`config.mk`:
```
export PLATFORM = sky130hd
export DESIGN_NAME = sb_arbiter_flat
export DESIGN_NICKNAME = d
export VERILOG_FILES = /design/src/rtl/sb_arbiter_if.sv /design/src/rtl/sb_arbiter.sv /design/src/flat_wrapper.sv
export SDC_FILE = /design/constraint.sdc
export NUM_CORES = 1
export LEC_CHECK = 0
export ABC_AREA = 0
export BUFFER_PORTS_ARGS = -buffer_cell sky130_fd_sc_hd__buf_2
export CAP_MARGIN = 20
export CORE_ASPECT_RATIO = 0.8
export CORE_MARGIN = 2
export CORE_UTILIZATION = 35
export CTS_CLUSTER_DIAMETER = 40
export DETAILED_ROUTE_END_ITERATION = 8
export SYNTH_ARGS = -nofsm -noshare
export SYNTH_HDL_FRONTEND = slang
export SYNTH_SLANG_ARGS = --single-unit
```
`constraint.sdc`:
```
create_clock -name sb_clk -period 7.65 [get_ports sb_clk]
set_input_delay 1.9125 -clock sb_clk [delete_from_list [all_inputs] [get_ports sb_clk]]
set_output_delay 1.9125 -clock sb_clk [all_outputs]
set_load 0.02 [all_outputs]
```
`src/rtl/sb_arbiter_if.sv`:
```
// SB arbiter bus bundle: requester request/size lines, decoder/slave status and arbiter results.
interface sb_arbiter_if #(
  parameter int NUM_MASTERS   = 3,
  parameter int SB_TRANS_SIZE = 3,
  parameter int ID_WIDTH      = 3
);
  logic [NUM_MASTERS-1:0]               m_req;
  logic [NUM_MASTERS*SB_TRANS_SIZE-1:0] m_size;
  logic                                 sb_ready;
  logic                                 add_notokay;
  logic [NUM_MASTERS-1:0]               m_grant;
  logic [SB_TRANS_SIZE-1:0]             sb_size;
  logic [ID_WIDTH-1:0]                  sb_master_id;
  logic                                 sb_busy;
  logic                                 sb_last;
  logic                                 arb_err;

  modport master (
    input  m_req, m_size, sb_ready, add_notokay,
    output m_grant, sb_size, sb_master_id, sb_busy, sb_last, arb_err
  );

  modport slave (
    output m_req, m_size, sb_ready, add_notokay,
    input  m_grant, sb_size, sb_master_id, sb_busy, sb_last, arb_err
  );
endinterface

```
`src/rtl/sb_arbiter.sv`:
```
// Round-robin SB bus arbiter and transaction sequencer (grant, address check, beat count).
// Optional DATA-phase stall timeout is built when SB_ARB_TIMEOUT_EN is defined.
//
// state | meaning
// IDLE  | bus free, m_req sampled, round-robin winner chosen
// GRANT | decoder registers address/size of the winner
// CHECK | decoder address result valid
// DATA  | beats counted against sb_ready
// DONE  | transfer complete, grant released
// ERR   | transfer aborted, grant released, arb_err pulse
module sb_arbiter #(
  parameter int NUM_MASTERS    = 3,
  parameter int SB_TRANS_SIZE  = 3,
  parameter int ID_WIDTH       = 3,
  parameter int TIMEOUT_CYCLES = 255
) (
  input logic          sb_clk,
  input logic          sb_resetn,
  sb_arbiter_if.master bus
);

  typedef enum logic [2:0] {IDLE, GRANT, CHECK, DATA, DONE, ERR} state_t;

  localparam logic [ID_WIDTH:0]   NM      = (ID_WIDTH+1)'(NUM_MASTERS);
  localparam logic [ID_WIDTH-1:0] LAST_ID = ID_WIDTH'(NUM_MASTERS - 1);

  state_t                   state, state_n;
  logic [NUM_MASTERS-1:0]   grant_q, grant_n;
  logic [SB_TRANS_SIZE-1:0] size_q, size_n;
  logic [ID_WIDTH-1:0]      id_q, id_n;
  logic [ID_WIDTH-1:0]      rr_ptr, rr_ptr_n;
  logic [5:0]               beats_left, beats_n;
  logic                     busy_q, busy_n;
  logic                     last_q, last_n;
  logic                     err_q, err_n;

  logic [NUM_MASTERS-1:0]   req_rot;
  logic [ID_WIDTH:0]        sum;
  logic [ID_WIDTH-1:0]      winner;
  logic [ID_WIDTH-1:0]      next_ptr;
  logic [SB_TRANS_SIZE-1:0] win_size;

`ifdef SB_ARB_TIMEOUT_EN
  localparam logic [15:0] TMO_LAST = 16'(TIMEOUT_CYCLES - 1);
  logic [15:0] idle_cnt, idle_cnt_n;
`else
  logic unused_timeout;
  assign unused_timeout = ^TIMEOUT_CYCLES;
`endif

  function automatic logic [5:0] size_to_beats(input logic [SB_TRANS_SIZE-1:0] s);
    logic [5:0] b;
    b = 6'd1;
    case (s)
      SB_TRANS_SIZE'(3): b = 6'd2;
      SB_TRANS_SIZE'(4): b = 6'd4;
      SB_TRANS_SIZE'(5): b = 6'd8;
      SB_TRANS_SIZE'(6): b = 6'd16;
      SB_TRANS_SIZE'(7): b = 6'd32;
      default:           b = 6'd1;
    endcase
    return b;
  endfunction

  // Rotate requests so bit 0 is the master at rr_ptr; lowest set bit wins.
  assign req_rot  = NUM_MASTERS'({bus.m_req, bus.m_req} >> rr_ptr);
  assign next_ptr = (id_q == LAST_ID) ? '0 : id_q + ID_WIDTH'(1);

  always_comb begin
    winner   = '0;
    sum      = '0;
    win_size = '0;
    for (int k = NUM_MASTERS - 1; k >= 0; k--) begin
      if (req_rot[k]) begin
        sum = {1'b0, rr_ptr} + (ID_WIDTH+1)'(k);
        if (sum >= NM) sum = sum - NM;
        winner = sum[ID_WIDTH-1:0];
      end
    end
    for (int j = 0; j < NUM_MASTERS; j++) begin
      if (winner == ID_WIDTH'(j)) win_size = bus.m_size[j*SB_TRANS_SIZE +: SB_TRANS_SIZE];
    end
  end

  always_comb begin
    state_n  = state;
    grant_n  = grant_q;
    size_n   = size_q;
    id_n     = id_q;
    rr_ptr_n = rr_ptr;
    beats_n  = beats_left;
`ifdef SB_ARB_TIMEOUT_EN
    idle_cnt_n = idle_cnt;
`endif
    unique case (state)
      IDLE: begin
        if (|bus.m_req) begin
          state_n = GRANT;
          grant_n = NUM_MASTERS'(1) << winner;
          id_n    = winner;
          size_n  = win_size;
          beats_n = size_to_beats(win_size);
        end
      end
      GRANT: state_n = CHECK;
      CHECK: begin
        if (bus.add_notokay) begin
          state_n  = ERR;
          grant_n  = '0;
          rr_ptr_n = next_ptr;
        end else begin
          state_n = DATA;
`ifdef SB_ARB_TIMEOUT_EN
          idle_cnt_n = '0;
`endif
        end
      end
      DATA: begin
        if (bus.sb_ready) begin
          beats_n = beats_left - 6'd1;
`ifdef SB_ARB_TIMEOUT_EN
          idle_cnt_n = '0;
`endif
          if (beats_left == 6'd1) begin
            state_n  = DONE;
            grant_n  = '0;
            rr_ptr_n = next_ptr;
          end
        end
`ifdef SB_ARB_TIMEOUT_EN
        else if (idle_cnt == TMO_LAST) begin
          state_n  = ERR;
          grant_n  = '0;
          rr_ptr_n = next_ptr;
        end else begin
          idle_cnt_n = idle_cnt + 16'd1;
        end
`endif
      end
      DONE:    state_n = IDLE;
      ERR:     state_n = IDLE;
      default: state_n = IDLE;
    endcase

    busy_n = (state_n != IDLE);
    last_n = (state_n == DATA) && (beats_n == 6'd1);
    err_n  = (state_n == ERR);
  end

  always_ff @(posedge sb_clk) begin
    if (!sb_resetn) begin
      state      <= IDLE;
      grant_q    <= '0;
      size_q     <= '0;
      id_q       <= '0;
      rr_ptr     <= '0;
      beats_left <= '0;
      busy_q     <= 1'b0;
      last_q     <= 1'b0;
      err_q      <= 1'b0;
    end else begin
      state      <= state_n;
      grant_q    <= grant_n;
      size_q     <= size_n;
      id_q       <= id_n;
      rr_ptr     <= rr_ptr_n;
      beats_left <= beats_n;
      busy_q     <= busy_n;
      last_q     <= last_n;
      err_q      <= err_n;
    end
  end

`ifdef SB_ARB_TIMEOUT_EN
  always_ff @(posedge sb_clk) begin
    if (!sb_resetn) idle_cnt <= '0;
    else            idle_cnt <= idle_cnt_n;
  end
`endif

  assign bus.m_grant      = grant_q;
  assign bus.sb_size      = size_q;
  assign bus.sb_master_id = id_q;
  assign bus.sb_busy      = busy_q;
  assign bus.sb_last      = last_q;
  assign bus.arb_err      = err_q;

endmodule

```
`src/flat_wrapper.sv`:
```
// flat-port wrapper written by rule: the top's interface ports become plain ports
module sb_arbiter_flat 
#(
  parameter int NUM_MASTERS    = 3,
  parameter int SB_TRANS_SIZE  = 3,
  parameter int ID_WIDTH       = 3,
  parameter int TIMEOUT_CYCLES = 255
)
  (sb_clk, sb_resetn, bus_m_req, bus_m_size, bus_sb_ready, bus_add_notokay, bus_m_grant, bus_sb_size, bus_sb_master_id, bus_sb_busy, bus_sb_last, bus_arb_err);
  sb_arbiter_if #(.NUM_MASTERS(NUM_MASTERS), .SB_TRANS_SIZE(SB_TRANS_SIZE), .ID_WIDTH(ID_WIDTH)) bus_i ();
  input logic sb_clk;
  input logic sb_resetn;
  input wire logic [$bits(bus_i.m_req)-1:0] bus_m_req;
  input wire logic [$bits(bus_i.m_size)-1:0] bus_m_size;
  input wire logic [$bits(bus_i.sb_ready)-1:0] bus_sb_ready;
  input wire logic [$bits(bus_i.add_notokay)-1:0] bus_add_notokay;
  output wire logic [$bits(bus_i.m_grant)-1:0] bus_m_grant;
  output wire logic [$bits(bus_i.sb_size)-1:0] bus_sb_size;
  output wire logic [$bits(bus_i.sb_master_id)-1:0] bus_sb_master_id;
  output wire logic [$bits(bus_i.sb_busy)-1:0] bus_sb_busy;
  output wire logic [$bits(bus_i.sb_last)-1:0] bus_sb_last;
  output wire logic [$bits(bus_i.arb_err)-1:0] bus_arb_err;
  assign bus_i.m_req = bus_m_req;
  assign bus_i.m_size = bus_m_size;
  assign bus_i.sb_ready = bus_sb_ready;
  assign bus_i.add_notokay = bus_add_notokay;
  assign bus_m_grant = bus_i.m_grant;
  assign bus_sb_size = bus_i.sb_size;
  assign bus_sb_master_id = bus_i.sb_master_id;
  assign bus_sb_busy = bus_i.sb_busy;
  assign bus_sb_last = bus_i.sb_last;
  assign bus_arb_err = bus_i.arb_err;
  sb_arbiter #(.NUM_MASTERS(NUM_MASTERS), .SB_TRANS_SIZE(SB_TRANS_SIZE), .ID_WIDTH(ID_WIDTH), .TIMEOUT_CYCLES(TIMEOUT_CYCLES)) u_core (.sb_clk(sb_clk), .sb_resetn(sb_resetn), .bus(bus_i));
endmodule
```
# Word-level counts from Yosys, hierarchy flattened
# Index checks and enable logic that the tools add are counted.
# W data, S select, Z words.
# word_totals
reg_bits,24
inputBits,16
output_inout_bits,12
word_cells,78
# op_classes
n_addsub,7
magnitude_cmp,3
eq_ne,19
shift,2
mux,28
n_reduce_logical,10
# ops
cell,count
$mux W3,21
$pmux W6 S5,1
$eq A3 B2 Y1 const B,6
$eq A3 B3 Y1 const B,5
$eq A6 B1 Y1 const B,2
$mux W6,2
$pmux W3 S4,1
$pmux W6 S2,1
$pmux W3 S3,1
$sub A3 B2 Y3 const B,3
$ge A4 B2 Y1 const B,2
$eq A3 B1 Y1 const B,2
$logic_not A3 Y1,2
$pmux W3 S2,1
$reduce_bool A3 Y1,2
$shr A6 B3 Y3,1
$sub A6 B1 Y6 const B,1
$reduce_and A5 Y1,1
$add A3 B1 Y4 const B,1
$add A3 B2 Y4 const B,1
$ne A2 B1 Y1 const B,2
$ne A2 B2 Y1 const B,2
$reduce_and A4 Y1,1
$add A3 B1 Y3 const B,1
other kinds (6),6

# Depth between registers and ports, before layout
# Gate-level depths: netlist (run 1).
# depth
ltp_word,16
depth_mapped,11
ltp_nobuf,10

# Worst setup path before layout (run 1)
# Ideal clock, no wire load.
# synth_path
path_type,input port to flip-flop
startpoint,input bus_m_req[1]
endpoint,register u_core.beats_left[3]
setup_time_ns,0.088
arrival_ns,4.067
required_ns,7.562
slack_ns,3.495
path_stages,8
path_buffers,0
cell_sequence,mux2_4 a22oi_4 and2_4 mux2_4 o31ai_4 a22oi_2 or4_4 o32ai_2
# synth_via
elab_chain_len,12
elab_cells_between_ends,19
cone_classes,eq/ne: 7; shift: 1; mux: 9; reduce/logical: 2
# synth_rtl
element,line,rtl
start: declaration,flat_wrapper.sv:13,input wire logic [$bits(bus_i.m_req)-1:0] bus_m_req;
$shr A6 B3 Y3,sb_arbiter.sv:66,"assign req_rot = NUM_MASTERS'({bus.m_req, bus.m_req} >> rr_ptr);"
$mux W3 (3 in a row),sb_arbiter.sv:74,if (req_rot[k]) begin
$logic_not A3 Y1,sb_arbiter.sv:81,if (winner == ID_WIDTH'(j)) win_size = bus.m_size[j*SB_TRANS_SIZE +: SB_TRANS_SIZE];
$mux W3 (3 in a row),sb_arbiter.sv:81,
$eq A3 B3 Y1 / $eq A3 B2 Y1 (equally long branches),sb_arbiter.sv:54,case (s)
$pmux W6 S5,sb_arbiter.sv:54,
$mux W6 (*),sb_arbiter.sv:97,if (|bus.m_req) begin
$pmux W6 S2 (*),sb_arbiter.sv:95,unique case (state)
end signal: assignment,sb_arbiter.sv:167,beats_left <= beats_n;
end: declaration,sb_arbiter.sv:32,"logic [5:0] beats_left, beats_n;"
# Mark *: on every way between the ends. The rest lies on a longest branch, timed or not.
# A chain may end at the register's enable or synchronous reset.

# Final worst setup path (run 1)
# Ends and elaborated chain as after synthesis.

==> impl_metrics.ini, run 1 <==
[status]
status = completed

[placed_design]
hpwlAfterDp_um = 3440
placed_area_um2 = 1990
pre_cts_slack_ps = 3210
routabilityCongestion = 0.847
port_buffers = 27

[setup_path]
cpMaxStageDelayCell = or4_4
r2r_cells = 10
crit_fanout = 7
cpLargestDelayFamily = compound AO/OA/AOI/OAI gates
critPathBufInv = 1
rr_startpoint = u_core.rr_ptr[0]
endpoint = u_core.beats_left[3]
required_ps = 7820
cp_slowest_stage_delay_ps = 550
cp.arrival_ps = 4360
cpMostUsedCell = mux2_4
crit_path_start_kind = input pin
worst-path-stages = 9
cp-end-kind = flop
reg2reg_to = u_core.beats_left[4]
path_class = input pin to flop
r2r_slack_ps = 4010
crit_start = bus_m_req[1]
crit_chain = buf_2 > mux2_4 > a22oi_4 > and2_4 > mux2_4 > o31ai_4 > a22oi_2 > or4_4 > o32ai_2

[cells_and_area]
area_delta_synth_final_pct = 11.1
nNetsFinal = 276
final_layout_size_suffix_gt1_frac = 0.185
fin_area_um2 = 2030
multi_input_area_um2 = 1260
register_area_um2 = 480
num-fill-cells = 518
antennaDiodeCount = 0

[sta]
rsz0062_at_grt = false
worst_pin_slew_ps = 667
fin_crit_sh = 0.547
hold_violations = 0
maxSlewViolCount = 0
fmax_ghz = 0.239
relSlewSlack = 0.552
fin_ws_ps = 3460
setup_viol = 0
finalCriticalPeriod_ps = 4190
hold_slack_ps = 451
fin_tns_setup_ps = 0
finClkSkew_ps = 6.96

[global_routing]
grt_pass1_wl_um = 7450
gr-total-overflow = 0
grt_max_degree = 20
grt_pass1_vias = 1540
grt_usage = 0.160
antenna_found_initial = 0

[floorplanning]
dieArea_um2 = 5820
pin_count = 28
core_area_um2 = 5040
die_y_um = 68.7
start_util = 0.363
row_count = 23
die_w_um = 84.8

[power]
p_int_mw = 0.255
seqPwrFrac = 0.380
switchingPower_mw = 0.172
max-vdd-ir-drop_v = 0.000115
cellLeakagePower_nw = 0.864
finalPower_mw = 0.427
switching_share = 0.402
p_comb_frac = 0.449
p_clk_frac = 0.170
p_per_area_nw_per_um2 = 210

[synth]
synth_nets = 254
synth_cell_types = 65
synth.yosys.warnings = 0
async_flop_share = 0
synth_top_area_share = 0.263
ys_seq_elements = 24
netlist_area_um2 = 1830
synth-seq-area-share = 0.263
syn_avg_cell_area_um2 = 8.02
synth_flop_cell = dfxtp_1
synth_common_cells = nand2_1 (26), dfxtp_1 (24), nor2_1 (23)
synthCells = 228
synthMostInstantiatedCell = nand2_1
synth_top_cell_by_area = dfxtp_1
netlist_top_cells_area = dfxtp_1 (26%), ha_1 (6.8%), nand2_1 (5.3%)
synth_edf_count = 0

[route]
ant_nets = 0
avgViaCountPerCell = 5.34
wire_per_inst_um = 13.9
drt-initial-drc-count = 91
drt_first_pass_iters = 4
wl_um = 4300
drc_errors = 0
num_vias = 1656

[cts]
cts_resized = 0
insertion_delay_ps = 260
cts_sinks = 24
cts_root_buf = clkbuf_8
htreeDepth = 1
numCtsBuffers = 3
clk_pin_slew_ps = 80
ctsHoldBuffers = 0
post_cts_buffers = 0
cts_tree = done
cts_max_path_buffers = 2

[min_path]
hold_class = flop to flop

[job]
maxCapViolCount = 0
==> cell type report <==
class | instances | area share
clock buffer | 3 | 0.0203
inverter | 9 | 0.0166
multi-input combinational | 185 | 0.622
sequential | 24 | 0.236
tap | 62 | 0.0382
timing repair buffer | 27 | 0.0665
==> cells in the final DEF (no fill, tap or decap), types with 3 or more instances in the layout <==
master	n
nand3_1	4
or3b_1	3
and3_1	3
clkbuf_8	3
or2_1	3
or3_1	3
nor3_1	10
nand2_1	26
o21ai_0	11
nand2b_1	3
dfxtp_1	24
a21oi_1	16
buf_2	27
mux2i_1	5
nor2_1	23
a211oi_1	5
ha_1	10
a31oi_1	3
mux2_4	3
inv_1	7
==> power by group through the flow <==
| stage | Sequential, mW | Combinational (mW) | Clock [mW] |
|---|---|---|---|
| final | 0.162 | 0.192 | 0.0727 |
| after global routing | 0.166 | 0.216 | 0.0792 |
| after CTS | 0.162 | 0.192 | 0.0749 |
| after detailed placement | 0.165 | 0.191 | 0 |
| after global placement | 0.165 | 0.190 | 0 |
| after floorplan | 0.168 | 0.142 | 0 |
==> per-stage QoR <==
stage | cells | util
floorplan | 228 | -
global placement | 307 | 0.395
detailed placement | 307 | 0.395
CTS | 310 | 0.403
global route | 310 | 0.403
finish | 310 | 0.403
==> worst min-delay path, cell delays in order (launching register included) <==
cell and delay (ps):
dfxtp_1 310, nand2_1 50, a21oi_1 50
==> how the worst min path moves through the flow <==
| stage | slack (ps) | depth (start not counted) | endpoint | startpoint |
|---|---|---|---|---|
| final | 450 | 2 | u_core.bus.sb_size[0] | u_core.bus.sb_size[0] |
| after global routing | 470 | 2 | u_core.bus.sb_size[0] | u_core.bus.sb_size[0] |
| after CTS | 460 | 2 | u_core.bus.sb_size[0] | u_core.bus.sb_size[0] |
| after detailed placement | 440 | 2 | u_core.bus.sb_size[1] | u_core.bus.sb_size[1] |
| after global placement | 440 | 2 | u_core.bus.sb_size[0] | u_core.bus.sb_size[0] |
| after floorplan | 530 | 2 | u_core.bus.m_grant[2] | u_core.bus.m_grant[2] |
==> sequential cells by signal, summed over array words and instances (netlist names) <==
register                 count
u_core.bus.arb_err           1
u_core.beats_left            6
u_core.bus.sb_last           1
u_core.state                 3
u_core.rr_ptr                3
u_core.bus.sb_master_id      3
u_core.bus.m_grant           3
u_core.bus.sb_size           3
u_core.bus.sb_busy           1
==> layer usage <==
metal	part of all wire	GRT usage	wire length [µm]
met5	0	0	0
met4	0.0030	0.0179	13
met3	0.060	0.0286	260
met2	0.39	0.233	1670
met1	0.55	0.249	2360
==> cell families after synthesis <==
family | after synthesis | synth area share
compound gates | 61 | 0.245
flops | 24 | 0.263
simple gates | 100 | 0.293
mux | 11 | 0.0704
xor+xnor | 3 | 0.0144
buf+inv | 19 | 0.0465
fa+ha+maj | 10 | 0.0684
No activity file was read; power rests on OpenSTA's default activity.
==> run 2: changes to the inputs <==
==> constraint.sdc (replaced) <==
create_clock -name sb_clk -period 3.71 [get_ports sb_clk]
set_input_delay 0.9275 -clock sb_clk [delete_from_list [all_inputs] [get_ports sb_clk]]
set_output_delay 0.9275 -clock sb_clk [all_outputs]
set_load 0.02 [all_outputs]
==> run 2 against run 1 <==
Net effect: combinational power increased by 120%; cell count rose by 1.9%; clock skew is 4.2 ps lower; cell area up 2.5%; wire length grew 6.1%; critical path depth up 1; first-iteration DRC count grew 54%; setup slack got worse by 3000 ps; non-clock buffer count is 5 higher; highest routed layer is now met3.
==> impl_metrics.ini, run 2 (synthesis gave the netlist of run 1 again) <==
[setup_path]
reg2reg_to = u_core.beats_left[4]
cpMaxStageDelayCell = dfxtp_1
rr_startpoint = u_core.rr_ptr[0]
crit_fanout = 8
cp-end-kind = flop
required_ps = 3870
worst-path-stages = 10
r2r_slack_ps = 420
cpLargestDelayFamily = compound AO/OA/AOI/OAI gates
cp_slowest_stage_delay_ps = 510
crit_path_start_kind = flop
critPathBufInv = 0
r2r_cells = 10
path_class = flop to flop
cp.arrival_ps = 3450
endpoint = u_core.beats_left[4]
crit_chain = ha_1 > ha_1 > and2b_1 > o21a_1 > a211oi_1 > nor3_4 > or3b_1 > a22oi_1 > nor2_1 > o41ai_1
cpMostUsedCell = ha_1
crit_start = u_core.rr_ptr[0]

[floorplanning]
die_w_um = 84.8
row_count = 23
core_area_um2 = 5040
die_y_um = 68.7
start_util = 0.363
dieArea_um2 = 5820
pin_count = 28

[global_routing]
grt_pass1_vias = 1540
grt_max_degree = 18
antenna_found_initial = 0
grt_usage = 0.161
grt_pass1_wl_um = 7520
gr-total-overflow = 0

[power]
finalPower_mw = 0.920
max-vdd-ir-drop_v = 0.000237
cellLeakagePower_nw = 0.897
p_per_area_nw_per_um2 = 442

[min_path]
hold_depth = 2
hold_class = flop to flop

[cts]
insertion_delay_ps = 260
cts_resized = 0
ctsHoldBuffers = 0
clk_pin_slew_ps = 80
cts_tree = done
cts_max_path_buffers = 2
htreeDepth = 1
cts_sinks = 24
cts_root_buf = clkbuf_8
numCtsBuffers = 3
post_cts_buffers = 0

[cells_and_area]
antennaDiodeCount = 0
fin_util = 0.414
area_delta_synth_final_pct = 13.9
fin_area_um2 = 2080
regMostFlops = u_core.beats_left
largest_register_ffs = 6
final_layout_size_suffix_gt1_frac = 0.205
nNetsFinal = 281
layout_commonest_cell = buf_2
final_cell_mix = buf_2 (27), nand2_1 (26), dfxtp_1 (24)

[sta]
finClkSkew_ps = 2.76
rsz0062_at_grt = false
fin_tns_setup_ps = 0
worst_pin_slew_ps = 605
fin_crit_sh = 0.887
maxSlewViolCount = 0
fmax_ghz = 0.304
relSlewSlack = 0.593
setup_viol = 0
fin_ws_ps = 420
hold_violations = 0
finalCriticalPeriod_ps = 3290

[route]
drc_errors = 0
wire_per_inst_um = 14.4
wl_um = 4560
drt-initial-drc-count = 140
ant_nets = 0
drt_first_pass_iters = 4
num_vias = 1710
avgViaCountPerCell = 5.41

[job]
maxCapViolCount = 0

[placed_design]
pre_cts_slack_ps = 242
placed_area_um2 = 2030
port_buffers = 27
hpwlAfterDp_um = 3540
routabilityCongestion = 0.865

[status]
status = completed
==> run 2: cell count changes in the layout (fill, tap and decap cells not counted), sizes merged <==
| cell | change |
|---|---|
| buf | +5 |
| clkbuf | +1 |
==> run 2: worst min path at each step <==
stage | from | end
6_report | u_core.bus.sb_size[0] | u_core.bus.sb_size[0]
5_1_grt | u_core.bus.sb_size[2] | u_core.bus.sb_size[2]
4_1_cts | u_core.bus.sb_size[0] | u_core.bus.sb_size[0]
3_5_place_dp | u_core.bus.sb_size[0] | u_core.bus.sb_size[0]
3_3_place_gp | u_core.bus.sb_size[0] | u_core.bus.sb_size[0]
2_1_floorplan | u_core.bus.m_grant[2] | u_core.bus.m_grant[2]
==> run 2: through the flow <==
step	cells	hold WS (ps)
after floorplan	228	529
after global placement	312	439
after detailed placement	312	445
after CTS	316	457
after global routing	316	488
final	316	457
==> run 2: cell type report <==
type | instances | area [µm²]
Fill cell | 500 | 2950
Multi-Input combinational cell | 185 | 1260
Sequential cell | 24 | 480
Timing Repair Buffer | 32 | 173
Tap cell | 62 | 77.6
Clock buffer | 4 | 55.1
Inverter | 9 | 33.8
==> run 2: metal layers <==
| layer | wire length (µm) | part of all wire | track usage | vias up |
|---|---|---|---|---|
| met5 | 0 | 0 | 0 | - |
| met4 | 0 | 0 | 0.0218 | 0 |
| met3 | 302 | 0.066 | 0.0369 | 0 |
| met2 | 1850 | 0.40 | 0.237 | 53 |
| met1 | 2420 | 0.53 | 0.244 | 774 |
| li1 | - | - | - | 883 |
==> run 2: power breakdown <==
group          switching, mW  total [mW]  internal (mW)
clock network         0.0830       0.178         0.0947
registers             0.0341       0.328          0.294
logic                  0.249       0.415          0.166
total                  0.366       0.920          0.554
==> run 2: worst reg2reg max path, cell delays in order, from the launching register on <==
cell and delay (ps):
dfxtp_1 510, ha_1 220, ha_1 260, and2b_1 230
o21a_1 180, a211oi_1 450, nor3_4 90, or3b_1 390
a22oi_1 290, nor2_1 190, o41ai_1 370
